===== src/rtl/cam_fill_pkg.sv =====
// Shared types for the CAM lookup/fill controller.
package cam_fill_pkg;
  typedef enum logic [2:0] {IDLE, LOOKUP, MISS, FILL, RESP} fill_state_t;
  localparam int STAT_W = 16;
endpackage


===== src/rtl/cam_fill_if.sv =====
// Request/response handshake between a requester (master) and cam_fill_ctrl (slave).
interface cam_fill_if #(
  parameter int TAG_SZ = 8,
  parameter int BITS   = 8
);
  logic              req_valid;
  logic              req_ready;
  logic [TAG_SZ-1:0] req_tag;
  logic              resp_valid;
  logic              resp_ready;
  logic [BITS-1:0]   resp_data;
  logic              resp_hit;

  modport master (output req_valid, req_tag, resp_ready,
                  input  req_ready, resp_valid, resp_data, resp_hit);
  modport slave  (input  req_valid, req_tag, resp_ready,
                  output req_ready, resp_valid, resp_data, resp_hit);
endinterface


===== src/rtl/cam_fill_victim_ptr.sv =====
// Round-robin victim slot pointer; wraps on explicit compare so any WORDS works.
module cam_victim_ptr #(
  parameter int WORDS     = 8,
  parameter int ADDR_LEFT = $clog2(WORDS)-1
)(
  input  logic             clk,
  input  logic             rst_,
  input  logic             adv,
  output logic [ADDR_LEFT:0] ptr
);
  localparam int PW = ADDR_LEFT + 1;
  localparam logic [ADDR_LEFT:0] LAST = PW'(WORDS - 1);

  logic [ADDR_LEFT:0] r_ptr;

  always_ff @(posedge clk or negedge rst_) begin
    if (!rst_)
      r_ptr <= '0;
    else if (adv)
      r_ptr <= (r_ptr == LAST) ? '0 : r_ptr + 1'b1;
  end

  assign ptr = r_ptr;
endmodule


===== src/rtl/cam_fill_ctrl.sv =====
// Lookup/fill controller in front of the tag CAM: hits return CAM data, misses fetch,
// write a round-robin victim, then respond. Define CAM_FILL_STATS_EN for hit/miss/full status.
module cam_fill_ctrl
  import cam_fill_pkg::*;
#(
  parameter int WORDS     = 8,
  parameter int BITS      = 8,
  parameter int TAG_SZ    = 8,
  parameter int ADDR_LEFT = $clog2(WORDS)-1
)(
  input  logic                clk,
  input  logic                rst_,
  cam_fill_if.slave           bus,
  output logic [TAG_SZ-1:0]   check_tag,
  input  logic                found_it,
  input  logic [BITS-1:0]     cam_data,
  input  logic                cam_full,
  output logic                write_,
  output logic [ADDR_LEFT:0]  w_addr,
  output logic [BITS-1:0]     wdata,
  output logic [TAG_SZ-1:0]   new_tag,
  output logic                new_valid,
  output logic                mem_req,
  output logic [TAG_SZ-1:0]   mem_tag,
  input  logic                mem_ack,
  input  logic [BITS-1:0]     mem_rdata
`ifdef CAM_FILL_STATS_EN
  ,
  output logic [STAT_W-1:0]   hit_cnt,
  output logic [STAT_W-1:0]   miss_cnt,
  output logic                full_seen
`endif
);
  fill_state_t        r_state;
  logic [TAG_SZ-1:0]  r_tag;
  logic [BITS-1:0]    r_fill;
  logic [BITS-1:0]    r_resp_data;
  logic               r_resp_hit;
  logic               r_resp_valid;
  logic               r_req_ready;
  logic               r_write_n;
  logic               r_new_valid;
  logic               r_mem_req;
  logic [ADDR_LEFT:0] w_victim;
  logic               w_adv;

  // Victim advances on the single FILL cycle, after w_addr has been used.
  assign w_adv = (r_state == FILL);

  cam_victim_ptr #(.WORDS(WORDS), .ADDR_LEFT(ADDR_LEFT)) u_victim (
    .clk  (clk),
    .rst_ (rst_),
    .adv  (w_adv),
    .ptr  (w_victim)
  );

  always_ff @(posedge clk or negedge rst_) begin
    if (!rst_) begin
      r_state      <= IDLE;
      r_tag        <= '0;
      r_fill       <= '0;
      r_resp_data  <= '0;
      r_resp_hit   <= 1'b0;
      r_resp_valid <= 1'b0;
      r_req_ready  <= 1'b1;
      r_write_n    <= 1'b1;
      r_new_valid  <= 1'b0;
      r_mem_req    <= 1'b0;
    end else begin
      case (r_state)
        IDLE: if (bus.req_valid && r_req_ready) begin
          r_tag       <= bus.req_tag;
          r_req_ready <= 1'b0;
          r_state     <= LOOKUP;
        end
        LOOKUP: if (found_it) begin
          r_resp_data  <= cam_data;
          r_resp_hit   <= 1'b1;
          r_resp_valid <= 1'b1;
          r_state      <= RESP;
        end else begin
          r_mem_req <= 1'b1;
          r_state   <= MISS;
        end
        MISS: if (mem_ack && r_mem_req) begin
          r_mem_req   <= 1'b0;
          r_fill      <= mem_rdata;
          r_resp_data <= mem_rdata;
          r_resp_hit  <= 1'b0;
          r_write_n   <= 1'b0;
          r_new_valid <= 1'b1;
          r_state     <= FILL;
        end
        FILL: begin
          r_write_n    <= 1'b1;
          r_new_valid  <= 1'b0;
          r_resp_valid <= 1'b1;
          r_state      <= RESP;
        end
        RESP: if (bus.resp_ready) begin
          r_resp_valid <= 1'b0;
          r_req_ready  <= 1'b1;
          r_state      <= IDLE;
        end
        default: r_state <= IDLE;
      endcase
    end
  end

  assign bus.req_ready  = r_req_ready;
  assign bus.resp_valid = r_resp_valid;
  assign bus.resp_data  = r_resp_data;
  assign bus.resp_hit   = r_resp_hit;
  // tag_q doubles as the CAM probe, the fetch tag and the fill tag.
  assign check_tag = r_tag;
  assign mem_tag   = r_tag;
  assign new_tag   = r_tag;
  assign mem_req   = r_mem_req;
  assign write_    = r_write_n;
  assign new_valid = r_new_valid;
  assign w_addr    = w_victim;
  assign wdata     = r_fill;

`ifdef CAM_FILL_STATS_EN
  logic [STAT_W-1:0] r_hit_cnt, r_miss_cnt;
  logic              r_full_seen;

  always_ff @(posedge clk or negedge rst_) begin
    if (!rst_) begin
      r_hit_cnt   <= '0;
      r_miss_cnt  <= '0;
      r_full_seen <= 1'b0;
    end else begin
      if (r_state == LOOKUP) begin
        if (found_it) begin
          if (r_hit_cnt != '1) r_hit_cnt <= r_hit_cnt + 1'b1;
        end else begin
          if (r_miss_cnt != '1) r_miss_cnt <= r_miss_cnt + 1'b1;
        end
      end
      if (cam_full) r_full_seen <= 1'b1;
    end
  end

  assign hit_cnt   = r_hit_cnt;
  assign miss_cnt  = r_miss_cnt;
  assign full_seen = r_full_seen;
`else
  logic w_unused_full;
  assign w_unused_full = cam_full;
`endif
endmodule


===== src/flat_wrapper.sv =====
// flat-port wrapper written by rule: the top's interface ports become plain ports
module cam_fill_ctrl_flat import cam_fill_pkg::*;
#(
  parameter int WORDS     = 8,
  parameter int BITS      = 8,
  parameter int TAG_SZ    = 8,
  parameter int ADDR_LEFT = $clog2(WORDS)-1
)
  (clk, rst_, check_tag, found_it, cam_data, cam_full, write_, w_addr, wdata, new_tag, new_valid, mem_req, mem_tag, mem_ack, mem_rdata, bus_req_valid, bus_req_tag, bus_resp_ready, bus_req_ready, bus_resp_valid, bus_resp_data, bus_resp_hit);
  cam_fill_if #(.TAG_SZ(TAG_SZ), .BITS(BITS)) bus_i ();
  input  logic clk;
  input  logic rst_;
  output logic [TAG_SZ-1:0] check_tag;
  input  logic found_it;
  input  logic [BITS-1:0] cam_data;
  input  logic cam_full;
  output logic write_;
  output logic [ADDR_LEFT:0] w_addr;
  output logic [BITS-1:0] wdata;
  output logic [TAG_SZ-1:0] new_tag;
  output logic new_valid;
  output logic mem_req;
  output logic [TAG_SZ-1:0] mem_tag;
  input  logic mem_ack;
  input  logic [BITS-1:0] mem_rdata;
  input wire logic [$bits(bus_i.req_valid)-1:0] bus_req_valid;
  input wire logic [$bits(bus_i.req_tag)-1:0] bus_req_tag;
  input wire logic [$bits(bus_i.resp_ready)-1:0] bus_resp_ready;
  output wire logic [$bits(bus_i.req_ready)-1:0] bus_req_ready;
  output wire logic [$bits(bus_i.resp_valid)-1:0] bus_resp_valid;
  output wire logic [$bits(bus_i.resp_data)-1:0] bus_resp_data;
  output wire logic [$bits(bus_i.resp_hit)-1:0] bus_resp_hit;
  assign bus_i.req_valid = bus_req_valid;
  assign bus_i.req_tag = bus_req_tag;
  assign bus_i.resp_ready = bus_resp_ready;
  assign bus_req_ready = bus_i.req_ready;
  assign bus_resp_valid = bus_i.resp_valid;
  assign bus_resp_data = bus_i.resp_data;
  assign bus_resp_hit = bus_i.resp_hit;
  cam_fill_ctrl #(.WORDS(WORDS), .BITS(BITS), .TAG_SZ(TAG_SZ), .ADDR_LEFT(ADDR_LEFT)) u_core (.clk(clk), .rst_(rst_), .bus(bus_i), .check_tag(check_tag), .found_it(found_it), .cam_data(cam_data), .cam_full(cam_full), .write_(write_), .w_addr(w_addr), .wdata(wdata), .new_tag(new_tag), .new_valid(new_valid), .mem_req(mem_req), .mem_tag(mem_tag), .mem_ack(mem_ack), .mem_rdata(mem_rdata));
endmodule

===== config.mk =====
export PLATFORM = sky130hd
export DESIGN_NAME = cam_fill_ctrl_flat
export DESIGN_NICKNAME = d
export VERILOG_FILES = /design/src/rtl/cam_fill_pkg.sv /design/src/rtl/cam_fill_if.sv /design/src/rtl/cam_fill_victim_ptr.sv /design/src/rtl/cam_fill_ctrl.sv /design/src/flat_wrapper.sv
export SDC_FILE = /design/constraint.sdc
export NUM_CORES = 1
export LEC_CHECK = 0
export CAP_MARGIN = 20
export CORE_ASPECT_RATIO = 0.5
export CORE_MARGIN = 2
export CORE_UTILIZATION = 44
export CTS_CLUSTER_SIZE = 8
export DETAILED_ROUTE_END_ITERATION = 8
export PLACE_DENSITY = 0.89
export SLEW_MARGIN = 10
export SYNTH_ARGS = -nofsm -noshare
export SYNTH_HDL_FRONTEND = slang
export SYNTH_SLANG_ARGS = --single-unit

===== constraint.sdc =====
create_clock -name clk -period 4.76 [get_ports clk]
set_input_delay 1.428 -clock clk [delete_from_list [all_inputs] [get_ports clk]]
set_output_delay 1.428 -clock clk [all_outputs]
set_load 0.05 [all_outputs]

==> flow_summary.toml <==
[route]
routed.top_layer = "met4"
drcViolationCount = 0
wl_per_cell_um = 14.9
firstDrtPassIters = 4
dr_total_vias = 1268
dr.first_iter.drc_count = 44
routed_wl_mm = 3.80
ant_nets = 0
vias_per_cell = 4.99
wl_met3_um = 200
wl_met1_mm = 1.44
wl_met2_mm = 2.06

[finish]
final_cell_mix = "77 x clkdlybuf4s50_1, 34 x dfrtp_1, 33 x mux2_2"
final_area_um2 = 2570
layout.nets = 232
diodes = 0
final_common_cell = "clkdlybuf4s50_1"
syn_to_final_growth_pct = 47.2
drive_above_1_share = 0.250

[logic_synthesis]
yosys-top-cells-area = "dfrtp_1 49%, mux2_2 21%, buf_4 6.9%"
synthesis.nets = 167
avgSynthCellArea_um2 = 13.0
yosysSeqAreaShare = 0.518
yosys_warnings = 0
synth_cells = 134
yosys_register_bits = 36
synth_top_family_by_area = "multiplexers"
yosysTopAreaCellShare = 0.487
synth_simple_gate_area_frac = 0.110
synth_compound_area_frac = 0.0595
ys_types = 31
synth_area_um2 = 1750
yosysTopAreaCell = "dfrtp_1"
synth_fa_ha_area_frac = 0.0143
synth_xor_area_frac = 0
synthMuxAreaShare = 0.213

[clock_network]
cts_buffer_depth = 2
cts_tree = "yes"
root_buffer = "clkbuf_8"
h-tree-depth = 2
clk_pin_slew_ps = 70
clkLatencyLatePin_ps = 290
ctsHoldBuffers = 0
clock-sinks = 36
cts_buffers = 5
cts_setup_buffers = 0
cts_resized = 0

[floorplanning]
core_area_um2 = 3840
placementRows = 16
start_util = 0.454
dieArea_um2 = 4520
io_pins = 80
die_x_um = 93.1
dieHeight_um = 48.5

[grt]
gr-total-overflow = 0
grt_pass1_vias = 1291
grt_use_total = 0.179
grt_first_pass_wirelength_mm = 6.18
grt_max_degree = 37
antenna_found_initial = 0

[worst_setup_path]
crit_type = "reg -> out"
cp_num_buf_inv = 1
slowest_stage = "clkdlybuf4s50_1"
critPathCaptureType = "primary output"
crit_chain = "clkdlybuf4s50_1"
cp_max_fo = 4
cpPeakStageDelay_ps = 820
startpoint_type = "flip-flop"
cp_data_required_time_ps = 3330
cp.arrival_ps = 1670
critPathTopFamily = "buffers and inverters"

[place]
dpl_cell_area_um2 = 2440
port_buffers = 78
hpwl_mm = 2.92
gp_congestion = 0.772

[outcome]
outcome = "finished clean"

[timing]
tightest_slew_ps = 773
finalCritPeriodShare = 0.651
period_minus_slack_ps = 3100
slew_viol_final = 0
rsz0062_at_grt = "false"
finalSetupViolCount = 0
fin_worst_skew_ps = 5.36
max-slew-margin-rel = 0.485
fin_setup_tns_ps = 0
hold_viol = 0
whs_ps = 505
max_freq_mhz = 323

[pwr]
peakVddDrop_mv = 0.138
leakage_nw = 1.16
p_per_area_nw_per_um2 = 247

[flow_run]
drv_cap = 0

[min_path]
worst_hold_path_type = "reg -> reg"
-- metal layers --
layer / vias up / GRT usage
met4: 0 / 0.0809
met5: - / 0
met3: 10 / 0.0498
li1: 586 / -
met1: 628 / 0.189
met2: 44 / 0.335
-- worst reg2reg max path, delay by kind of cell (launching register included) --
kind	cells	cell delay [ps]
flip-flops	1	640
multiplexers	2	660
AND/OR/NAND/NOR	1	530
-- kinds of logic (layout without fill, tap and decap cells) --
group | after synthesis | after routing
adder cells (fa/ha/maj) | 2 | 2
AO/OA/AOI/OAI | 13 | 13
AND/OR/NAND/NOR | 29 | 29
flip-flops | 36 | 36
buffers and inverters | 21 | 87
multiplexers | 33 | 33
-- synthesized netlist by cell type (all sizes together) --
master,instances
nand2,8
buf,19
clkbuf,1
ha,2
inv,1
o21ai,2
a21o,2
a22o,1
nand3,1
nand4b,3
a32o,1
mux2,33
nor2,6
dfrtp,34
nand2b,1
dfstp,2
a21oi,3
nand3b,3
o22a,1
o21a,2
a21bo,1
nor4,1
nor3,3
and2b,1
nor3b,2
-- power breakdown --
part	switching (mW)	total, mW	internal, mW
clock	0.108	0.293	0.185
sequential	0	0.306	0.306
combinational	0.0127	0.0366	0.0238
-- worst paths after layout --
path                                                     start                             endpoint  slack, ps  depth (start not counted)
max reg2reg                      u_core.r_state[1]$_DFFE_PN0P_  u_core.bus.resp_data[5]$_DFFE_PN0P_       2830                          3
max in group asynchronous                                 rst_   u_core.u_victim.ptr[2]$_DFFE_PN0P_       3050                          1
min in group asynchronous                                 rst_      u_core.check_tag[6]$_DFFE_PN0P_       1210                          1
min reg2reg                u_core.bus.resp_data[7]$_DFFE_PN0P_  u_core.bus.resp_data[7]$_DFFE_PN0P_        510                          1
max                           u_core.bus.req_ready$_DFFE_PN1P_                        bus_req_ready       1660                          1
min                        u_core.bus.resp_data[7]$_DFFE_PN0P_  u_core.bus.resp_data[7]$_DFFE_PN0P_        510                          1
-- cell type report --
cell class | instances | area, um2
repair buffers | 78 | 776
clock inverters | 1 | 30.0
inverters | 1 | 3.75
clock buffers | 7 | 96.3
multi-input cells | 77 | 693
flip-flops and latches | 36 | 903
fillers | 307 | 1270
well taps | 54 | 67.6
-- state kept, by name, indices dropped and copies added (netlist names) --
signal and cells:
u_core.bus.req_ready 1, u_core.bus.resp_data 8, u_core.bus.resp_hit 1, u_core.bus.resp_valid 1, u_core.check_tag 8, u_core.mem_req 1, u_core.new_valid 1, u_core.r_state 3
u_core.u_victim.ptr 3, u_core.wdata 8, u_core.write_ 1
-- metrics by stage --
step,util,instances,setup slack [ps],total power [mW]
final,0.669,254,1660,0.635
after global routing,0.669,254,1620,0.660
after CTS,0.669,254,1650,0.643
after detailed placement,0.636,246,1730,0.349
after global placement,0.636,246,1750,0.348
after floorplan,-,134,2400,0.317
(Power assumes the default switching activity.)
